==> src/rtl/picmicro_pc_stack.sv <==
// picmicro_pc_stack: parametrised program counter with PCLATH and a
// circular hardware return stack for the picmicro core family.
// Optional build macro PC_STACK_ERR_RESET_EN: when defined, a push into a
// full stack or a pop from an empty stack is suppressed and a one-cycle
// stack_err_rst_req pulse is raised; when undefined the stack wraps and
// stack_err_rst_req is tied low.
module picmicro_pc_stack #(
  parameter int PC_WIDTH     = 13,
  parameter int J_WIDTH      = 11,
  parameter int STACK_DEPTH  = 8,
  parameter int RESET_VECTOR = 0,
  parameter int INT_VECTOR   = 4
) (
  input  logic                           clk,
  input  logic                           rst_n,
  input  logic                           pc_incr_en,
  input  logic                           pc_j_en,
  input  logic                           pc_j_and_push_en,
  input  logic                           pc_j_by_pop_en,
  input  logic                           int_vector_en,
  input  logic [J_WIDTH-1:0]             pc_j_addr,
  input  logic                           pclath_wr_en,
  input  logic [7:0]                     pclath_in,
  input  logic                           pcl_wr_en,
  input  logic [7:0]                     pcl_in,
  input  logic                           stack_err_clr,
  output logic [PC_WIDTH-1:0]            pc_out,
  output logic [7:0]                     pclath_out,
  output logic [$clog2(STACK_DEPTH):0]   stack_count,
  output logic                           stack_overflow,
  output logic                           stack_underflow,
  output logic                           stack_err_rst_req
);

  localparam int PL_W  = PC_WIDTH - 8;
  localparam int PTR_W = $clog2(STACK_DEPTH);
  localparam int CNT_W = PTR_W + 1;

  logic [PC_WIDTH-1:0] pc_q;
  logic [PC_WIDTH-1:0] pc_next;
  logic [PL_W-1:0]     pclath_q;
  logic [PC_WIDTH-1:0] stack_mem [STACK_DEPTH];
  logic [PTR_W-1:0]    wp_q;
  logic [PTR_W-1:0]    wp_dec;
  logic [CNT_W-1:0]    count_q;
  logic                overflow_q;
  logic                underflow_q;

  logic [PC_WIDTH-1:0] pc_plus1;
  logic [PC_WIDTH-1:0] jump_target;
  logic [PC_WIDTH-1:0] pcl_target;
  logic [PC_WIDTH-1:0] top_of_stack;
  logic [PC_WIDTH-1:0] push_data;

  logic stack_full;
  logic stack_empty;
  logic do_pop;
  logic do_int;
  logic do_call;
  logic do_push;
  logic push_blocked;
  logic pop_blocked;
  logic overflow_set;
  logic underflow_set;

  // Only the low PL_W bits of pclath_in are architecturally stored.
  logic unused_pclath_in;
  assign unused_pclath_in = ^pclath_in;

  assign pc_plus1     = pc_q + PC_WIDTH'(1);
  assign jump_target  = {pclath_q[PL_W-1:J_WIDTH-8], pc_j_addr};
  assign pcl_target   = {pclath_q, pcl_in};
  assign wp_dec       = wp_q - PTR_W'(1);
  assign top_of_stack = stack_mem[wp_dec];

  assign stack_full  = (count_q == CNT_W'(STACK_DEPTH));
  assign stack_empty = (count_q == '0);

  // A pop outranks both push sources, so a coincident push is dropped
  // entirely and cannot raise an overflow.
  assign do_pop    = pc_j_by_pop_en;
  assign do_int    = !do_pop && int_vector_en;
  assign do_call   = !do_pop && !int_vector_en && pc_j_and_push_en;
  assign do_push   = do_int || do_call;
  assign push_data = do_int ? pc_q : pc_plus1;

  assign overflow_set  = do_push && stack_full;
  assign underflow_set = do_pop && stack_empty;

`ifdef PC_STACK_ERR_RESET_EN
  assign push_blocked = overflow_set;
  assign pop_blocked  = underflow_set;
`else
  assign push_blocked = 1'b0;
  assign pop_blocked  = 1'b0;
`endif

  // Select the next PC by fixed priority: pop, interrupt, call, goto, PCL, increment.
  always_comb begin
    pc_next = pc_q;
    if (do_pop) begin
      if (!pop_blocked) begin
        pc_next = top_of_stack;
      end
    end else if (do_int) begin
      if (!push_blocked) begin
        pc_next = PC_WIDTH'(INT_VECTOR);
      end
    end else if (do_call) begin
      if (!push_blocked) begin
        pc_next = jump_target;
      end
    end else if (pc_j_en) begin
      pc_next = jump_target;
    end else if (pcl_wr_en) begin
      pc_next = pcl_target;
    end else if (pc_incr_en) begin
      pc_next = pc_plus1;
    end
  end

  // Program counter register.
  always_ff @(posedge clk or negedge rst_n) begin
    if (!rst_n) begin
      pc_q <= PC_WIDTH'(RESET_VECTOR);
    end else begin
      pc_q <= pc_next;
    end
  end

  // PCLATH register, written independently of the PC priority chain.
  always_ff @(posedge clk or negedge rst_n) begin
    if (!rst_n) begin
      pclath_q <= '0;
    end else if (pclath_wr_en) begin
      pclath_q <= pclath_in[PL_W-1:0];
    end
  end

  // Return stack storage, write pointer and saturating occupancy count.
  always_ff @(posedge clk or negedge rst_n) begin
    if (!rst_n) begin
      for (int i = 0; i < STACK_DEPTH; i++) begin
        stack_mem[i] <= '0;
      end
      wp_q    <= '0;
      count_q <= '0;
    end else if (do_pop) begin
      if (!pop_blocked) begin
        wp_q <= wp_dec;
        if (!stack_empty) begin
          count_q <= count_q - CNT_W'(1);
        end
      end
    end else if (do_push) begin
      if (!push_blocked) begin
        stack_mem[wp_q] <= push_data;
        wp_q            <= wp_q + PTR_W'(1);
        if (!stack_full) begin
          count_q <= count_q + CNT_W'(1);
        end
      end
    end
  end

  // Sticky error flags; a new error in the same cycle beats a clear.
  always_ff @(posedge clk or negedge rst_n) begin
    if (!rst_n) begin
      overflow_q  <= 1'b0;
      underflow_q <= 1'b0;
    end else begin
      if (overflow_set) begin
        overflow_q <= 1'b1;
      end else if (stack_err_clr) begin
        overflow_q <= 1'b0;
      end
      if (underflow_set) begin
        underflow_q <= 1'b1;
      end else if (stack_err_clr) begin
        underflow_q <= 1'b0;
      end
    end
  end

`ifdef PC_STACK_ERR_RESET_EN
  logic rst_req_q;

  // One-cycle reset request following each suppressed stack operation.
  always_ff @(posedge clk or negedge rst_n) begin
    if (!rst_n) begin
      rst_req_q <= 1'b0;
    end else begin
      rst_req_q <= push_blocked || pop_blocked;
    end
  end

  assign stack_err_rst_req = rst_req_q;
`else
  assign stack_err_rst_req = 1'b0;
`endif

  assign pc_out          = pc_q;
  assign pclath_out      = 8'(pclath_q);
  assign stack_count     = count_q;
  assign stack_overflow  = overflow_q;
  assign stack_underflow = underflow_q;

endmodule

==> config.mk <==
export PLATFORM = sky130hd
export DESIGN_NAME = picmicro_pc_stack
export DESIGN_NICKNAME = d
export VERILOG_FILES = /design/src/rtl/picmicro_pc_stack.sv
export SDC_FILE = /design/constraint.sdc
export NUM_CORES = 1
export LEC_CHECK = 0
export ABC_AREA = 1
export CAP_MARGIN = 10
export CORE_MARGIN = 10
export CORE_UTILIZATION = 38
export CTS_CLUSTER_SIZE = 24
export DETAILED_ROUTE_END_ITERATION = 12
export PLACE_DENSITY_LB_ADDON = 0.05
export SYNTH_ARGS = -nofsm -noshare
export SYNTH_HDL_FRONTEND = slang
export SYNTH_SLANG_ARGS = --single-unit
==> constraint.sdc <==
create_clock -name clk -period 2.5 [get_ports clk]
set_input_delay 0.5 -clock clk [delete_from_list [all_inputs] [get_ports clk]]
set_output_delay 0.5 -clock clk [all_outputs]
set_load 0.02 [all_outputs]
; After elaboration in Yosys (flattened, before gate mapping)
; Index checks and enable logic that the tools add are counted.
[classes]
add_sub_neg = 5
magnitude_cmp = 3
eq_ne = 3
n_mux = 22
bitwise_logic = 3
reduce_logical = 16
[ops]
columns = operator, n
row1 = $mux W13, 10
row2 = $bwmux W104, 1
row3 = $bmux W13 S3, 1
row4 = $demux W13 S3, 1
row5 = $mux W4, 4
row6 = $add A13 B1 Y13 const B, 1
row7 = $ge A4 B4 Y1 const B, 2
row8 = $not A3 Y4, 2
row9 = $logic_and A1 B1 Y1, 6
row10 = $mux W3, 2
row11 = $reduce_bool A2 Y1, 3
row12 = $reduce_bool A6 Y1, 1
row13 = $add A4 B1 Y4 const B, 1
row14 = $eq A4 B4 Y1 const B, 1
row15 = $logic_not A4 Y1, 1
row16 = $lt A4 B1 Y1 const B, 1
row17 = $ne A2 B2 Y1 const B, 2
row18 = $sub A4 B1 Y4 const B, 1
row19 = $add A3 B1 Y3 const B, 1
row20 = $mux W1, 3
row21 = $reduce_and A3 Y1, 1
row22 = $sub A3 B1 Y3 const B, 1
row23 = $logic_not A1 Y1, 2
row24 = $reduce_and A2 Y1, 1
row25 = other kinds (2), 2
[word_totals]
register_bits = 131
in_bits = 37
out_inout_bits = 28
word_cells = 66

; Longest topological paths before layout
; Gate-level depths: netlist of the first run.
[depth]
depth_word = 7
depth_mapped = 12
mapped_depth_nobuf = 10

; Worst setup path before layout of the first run
; No wires, ideal clock.
[synth_path]
kind = reg2reg
from = register wp_q[0]
to = register pc_q[3], in the netlist pc_out[3]
setup_time_ns = 0.077
arrival_ns = 1.932
required_ns = 2.423
setup_slack_ns = 0.491
stages_incl_launch_ff = 12
n_path_buf = 3
synth_period_minus_slack_ns = 2.009
cell_sequence = dfrtp_1 > inv_2 > clkbuf_1 > ha_1 > buf_2 > buf_1 > o21ai_0 > o21ai_0 > nand2_1 > nand2_1 > nor2_1 > a21oi_1
[synth_between]
elab_chain_len = 6
[synth_rtl]
columns = element, line
row1 = from (decl), 43  ; logic [PTR_W-1:0] wp_q;
row2 = from (signal assigned), 150  ; wp_q <= wp_dec;
row3 = from (signal assigned), 158  ; wp_q <= wp_q + PTR_W'(1);
row4 = $sub A3 B1 Y3, 73  ; assign wp_dec = wp_q - PTR_W'(1);
row5 = net wp_dec[0], 44  ; logic [PTR_W-1:0] wp_dec;
row6 = $not A3 Y4 (not written as such), 74  ; assign top_of_stack = stack_mem[wp_dec];
row7 = $bmux W13 S3, 74
row8 = $mux W13 (not written as such) (2 in a row), 74
row9 = $mux W13, 101  ; if (do_pop) begin
row10 = to (signal assigned), 125  ; pc_q <= PC_WIDTH'(RESET_VECTOR);
row11 = to (signal assigned), 127  ; pc_q <= pc_next;
row12 = to (decl), 39  ; logic [PC_WIDTH-1:0] pc_q;
; The timed path passes the listed nets, and every way through them passes these cells. The select of a mux whose other input is x is not followed.
; A chain may end at the register's enable or synchronous reset.

; Worst setup path after layout of the first run
[layout_path]
from = register wp_q[1]
to = register pc_q[12], in the netlist pc_out[12]
[layout_between]
elab_chain_len = 6
[layout_rtl]
columns = element, line
row1 = $sub A3 B1 Y3, 73
row2 = $not A3 Y4 (not written as such), 74
row3 = $bmux W13 S3, 74
row4 = $mux W13 (not written as such) (2 in a row), 74
row5 = $mux W13, 101
; No other way between the ends. The select of a mux whose other input is x is not followed.

==> report_table.html, run 1 <==
<table>
<tr><th>Metric</th><th>Value</th></tr>
<tr><th colspan="2">Outcome</th></tr>
<tr><td>Status</td><td>complete, but fails checks</td></tr>
<tr><td>Violations in the final reports</td><td>negative hold slack</td></tr>
<tr><th colspan="2">Finish</th></tr>
<tr><td>Antenna diode count</td><td>0</td></tr>
<tr><td>Fraction of final layout cells sized beyond drive strength 1</td><td>0.0925</td></tr>
<tr><td>Area growth syn-to-layout</td><td>22.6%</td></tr>
<tr><td>Cell Count, Final, Fillers Out</td><td>1245</td></tr>
<tr><td>Nets@finish</td><td>1046</td></tr>
<tr><th colspan="2">Synth</th></tr>
<tr><td>Number of warnings printed during yosys synthesis</td><td>0</td></tr>
<tr><td>Async SR Flop Fraction</td><td>1.00</td></tr>
<tr><td>Primary flip-flop cell chosen by synthesis mapping</td><td>dfrtp_1</td></tr>
<tr><td>Most numerous cell types in the synthesized netlist</td><td>312 x nand2_1, 131 x dfrtp_1, 97 x o21ai_0</td></tr>
<tr><td>Synth unique cells</td><td>40</td></tr>
<tr><td>Most frequent cell after synthesis</td><td>nand2_1</td></tr>
<tr><td>Total of flip-flops plus latches after synthesis</td><td>131</td></tr>
<tr><td>Average cell area after synthesis</td><td>7.46 sq um</td></tr>
<tr><td>Area share of the leading cell type in the synthesized netlist</td><td>0.468</td></tr>
<tr><td>Number of flops mapped to enable cells by yosys</td><td>0</td></tr>
<tr><td>Cell types with the largest area share after synthesis</td><td>dfrtp_1 47%, nand2_1 17%, o21ai_0 6.9%</td></tr>
<tr><td>Post-Syn Instances</td><td>939</td></tr>
<tr><td>Area of the mapped netlist</td><td>0.00701 sq mm</td></tr>
<tr><td>Cell taking the most area after synthesis</td><td>dfrtp_1</td></tr>
<tr><td>Sequential area share after synthesis</td><td>0.468</td></tr>
<tr><th colspan="2">Setup path</th></tr>
<tr><td>Number of cell instances on the worst register-to-register path</td><td>9</td></tr>
<tr><td>Crit path buf inv count</td><td>2</td></tr>
<tr><td>Launching point of the worst reg2reg path</td><td>wp_q[1]</td></tr>
<tr><td>Critical path cell sequence</td><td>inv_1 -&gt; ha_1 -&gt; clkinv_1 -&gt; a21oi_1 -&gt; o21ai_0 -&gt; nand2_1 -&gt; nor2_1 -&gt; nor2_1 -&gt; a21oi_1</td></tr>
<tr><td>Reg-to-Reg End</td><td>pc_out[12]</td></tr>
<tr><td>Data required, critical path</td><td>2790 ps</td></tr>
<tr><td>Worst reg2reg setup slack</td><td>370 ps</td></tr>
<tr><td>Kind of capture point of the worst setup path</td><td>flop</td></tr>
<tr><td>Worst path arrival time</td><td>2420 ps</td></tr>
<tr><td>Standard cell with the maximum stage delay on the critical path</td><td>dfrtp_1</td></tr>
<tr><td>Startpoint Class</td><td>flop</td></tr>
<tr><td>Cell type group with the largest total delay on the critical path</td><td>flip-flops</td></tr>
<tr><td>Crit path kind</td><td>flop to flop</td></tr>
<tr><td>Peak fanout along the critical path</td><td>9</td></tr>
<tr><td>Longest individual stage delay on the worst path</td><td>460 ps</td></tr>
<tr><th colspan="2">GRT</th></tr>
<tr><td>Largest net degree at the start of global routing</td><td>76</td></tr>
<tr><td>GR Util met1</td><td>0.250</td></tr>
<tr><td>Global routing's busiest layer</td><td>met2</td></tr>
<tr><td>Overall track demand over capacity in global routing</td><td>0.174</td></tr>
<tr><td>Number of global-route vias before repair</td><td>5979</td></tr>
<tr><td>Fraction of met2 tracks used by global routing</td><td>0.259</td></tr>
<tr><td>Grt total ovfl</td><td>0</td></tr>
<tr><td>Initial antenna violation count</td><td>0</td></tr>
<tr><td>Routing usage on met3</td><td>0.0364</td></tr>
<tr><td>Global-route wire length before repair</td><td>33700 microns</td></tr>
<tr><th colspan="2">STA</th></tr>
<tr><td>Post-route worst hold slack</td><td>-2.26 ps</td></tr>
<tr><td>Setup TNS after final layout</td><td>0 ps</td></tr>
<tr><td>Slew of the pin with the lowest slew margin</td><td>811 ps</td></tr>
<tr><td>Post-route fraction of the period consumed by the critical path</td><td>0.854</td></tr>
<tr><td>Maximum clock frequency</td><td>0.469 GHz</td></tr>
<tr><td>Setup Viol. Count Final</td><td>0</td></tr>
<tr><td>Worst slew margin relative to its limit</td><td>0.455</td></tr>
<tr><td>Count of final max-slew check failures</td><td>0</td></tr>
<tr><td>Minimum clock period after layout</td><td>2130 ps</td></tr>
<tr><td>Total count of hold-check failures in the final report</td><td>2</td></tr>
<tr><td>Clk_skew</td><td>9.28 ps</td></tr>
<tr><td>Setup repair after global routing missed its margin</td><td>false</td></tr>
<tr><th colspan="2">Place</th></tr>
<tr><td>RD Place Congestion</td><td>0.783</td></tr>
<tr><td>Half-perimeter wire length of the detailed placement result</td><td>14100 microns</td></tr>
<tr><td>Post-Place Cells</td><td>1213</td></tr>
<tr><td>Number of buffers added on ports</td><td>57</td></tr>
<tr><th colspan="2">Floorplanning</th></tr>
<tr><td>Die Ht</td><td>156 microns</td></tr>
<tr><td>Overall die width</td><td>156 microns</td></tr>
<tr><td>Total number of placement rows</td><td>49</td></tr>
<tr><td>Ports placed on the boundary</td><td>65</td></tr>
<tr><td>Die Area</td><td>0.0243 sq mm</td></tr>
<tr><td>Core area</td><td>0.0180 sq mm</td></tr>
<tr><td>Starting Density</td><td>0.389</td></tr>
<tr><th colspan="2">Clock network</th></tr>
<tr><td>Setup bufs post-CTS</td><td>0</td></tr>
<tr><td>CTS resizes</td><td>0</td></tr>
<tr><td>H-tree level count</td><td>4</td></tr>
<tr><td>Hold-fix buffers at CTS</td><td>0</td></tr>
<tr><td>Clock tree sinks</td><td>131</td></tr>
<tr><td>Maximum buffer depth of the clock tree</td><td>2</td></tr>
<tr><td>Skew-Pair Late Insertion Delay</td><td>420 ps</td></tr>
<tr><td>CTS clock-pin slew for the worst setup and hold paths</td><td>60 ps</td></tr>
<tr><td>Cts bufs inserted</td><td>17</td></tr>
<tr><td>CTS tree</td><td>done</td></tr>
<tr><td>Clk Tree Root Cell</td><td>clkbuf_16</td></tr>
<tr><th colspan="2">Drt</th></tr>
<tr><td>DRC violation count after routing</td><td>0</td></tr>
<tr><td>Aggregate routed wire length</td><td>20700 microns</td></tr>
<tr><td>Via Count</td><td>6213</td></tr>
<tr><td>Via count normalized by instance count</td><td>4.99</td></tr>
<tr><td>Initial DRC count</td><td>438</td></tr>
<tr><td>Post-DR wirelength/cell</td><td>16.6 microns</td></tr>
<tr><td>Pre-Repair DR Iteration Count</td><td>5</td></tr>
<tr><td>Count of antenna-violating nets left after detailed routing</td><td>0</td></tr>
<tr><th colspan="2">Pwr</th></tr>
<tr><td>Switching power</td><td>0.00472 W</td></tr>
<tr><td>Power share of the clock group</td><td>0.245</td></tr>
<tr><td>Sw Share</td><td>0.411</td></tr>
<tr><td>Power density relative to cell area</td><td>1340 mW/mm^2</td></tr>
<tr><td>Maximum vdd drop</td><td>0.599 mV</td></tr>
<tr><td>Share of total power in sequential cells</td><td>0.318</td></tr>
<tr><td>Total internal power</td><td>0.00676 W</td></tr>
<tr><td>Total power after layout</td><td>0.0115 W</td></tr>
<tr><td>Gate power share</td><td>0.437</td></tr>
<tr><td>Leakage dissipation</td><td>4.18 nW</td></tr>
<tr><th colspan="2">Run</th></tr>
<tr><td>Count of maximum capacitance violations</td><td>0</td></tr>
<tr><th colspan="2">Hold path</th></tr>
<tr><td>Hold crit path type</td><td>primary input to asynchronous set/reset pin</td></tr>
</table>
==> cell type report <==
cell class | count | area (sq um)
Sequential cell | 131 | 3280
Timing Repair Buffer | 88 | 867
Inverter | 83 | 318
Fill cell | 1802 | 9430
Clock inverter | 9 | 174
Clock buffer | 23 | 488
Multi-Input combinational cell | 682 | 3180
Tap cell | 229 | 287
==> worst max-delay path by stage <==
stage	start	endpoint	slack (ps)	cells after the start
2_1_floorplan	wp_q[0]	pc_out[3]	490	11
5_1_grt	wp_q[1]	pc_out[12]	190	9
4_1_cts	wp_q[1]	pc_out[12]	340	9
3_5_place_dp	int_vector_en	stack_mem[102]	110	11
6_report	wp_q[1]	pc_out[12]	370	9
3_3_place_gp	int_vector_en	stack_mem[101]	130	11
==> power groups by stage <==
stage,logic (W),clock network (W),registers [W]
5_1_grt,0.00572,0.00294,0.00377
2_1_floorplan,0.00324,0,0.00368
3_5_place_dp,0.00503,0,0.00368
6_report,0.00502,0.00281,0.00365
4_1_cts,0.00505,0.00286,0.00365
3_3_place_gp,0.00499,0,0.00366
==> flip-flops by register name (all words and copies together), names as in the netlist <==
signal	flops
stack_mem	104
pc_out	13
pclath_q	5
stack_count	4
wp_q	3
stack_overflow	1
stack_underflow	1
==> cells in the final DEF, fill, tap and decap left out, types with 8 or more instances in the layout <==
| master | netlist | routed |
|---|---|---|
| a21oi_1 | 39 | 39 |
| buf_4 | 8 | 26 |
| clkbuf_16 | 0 | 17 |
| clkdlybuf4s50_1 | 0 | 56 |
| dfrtp_1 | 131 | 130 |
| inv_1 | 71 | 71 |
| inv_2 | 8 | 8 |
| nand2_1 | 312 | 312 |
| nand3_1 | 60 | 60 |
| nor2_1 | 88 | 88 |
| o211ai_1 | 18 | 18 |
| o21ai_0 | 97 | 97 |
| o21ai_1 | 8 | 8 |
==> metrics by stage <==
step | instance area (sq um) | worst slack (ps) | hold slack (ps) | util
5_1_grt | 8590 | 190 | 29.7 | 0.477
4_1_cts | 8590 | 342 | 6.93 | 0.477
3_5_place_dp | 7930 | 108 | 460 | 0.440
2_1_floorplan | 7020 | 491 | 204 | -
6_report | 8590 | 366 | -2.26 | 0.477
3_3_place_gp | 7930 | 131 | 455 | 0.440
==> logic make-up after synthesis <==
logic type / after synthesis / synth area share
other: 1 / 0.000535
XOR/XNOR: 10 / 0.0125
flip-flops: 131 / 0.468
AND/OR/NAND/NOR: 479 / 0.282
adder cells (fa/ha/maj): 6 / 0.0118
buffers and inverters: 129 / 0.0798
AO/OA/AOI/OAI: 180 / 0.141
multiplexers: 3 / 0.00482
==> per-layer routing <==
layer	wire length, microns	part of all wire
met1	10400	0.50
met2	8790	0.42
met3	1310	0.064
met4	198	0.0096
met5	0	0
(Power assumes the default switching activity.)
==> inputs of run 2 (changes only) <==
--- a/config.mk
+++ b/config.mk
@@ -6,6 +6,7 @@
 export NUM_CORES = 1
 export LEC_CHECK = 0
 export ABC_AREA = 1
+export ABC_CLOCK_PERIOD_IN_PS = 2500
 export CAP_MARGIN = 10
 export CORE_MARGIN = 10
 export CORE_UTILIZATION = 38
==> results of run 2 <==
Final layout, timing and power as in run 1 (identical DEF).
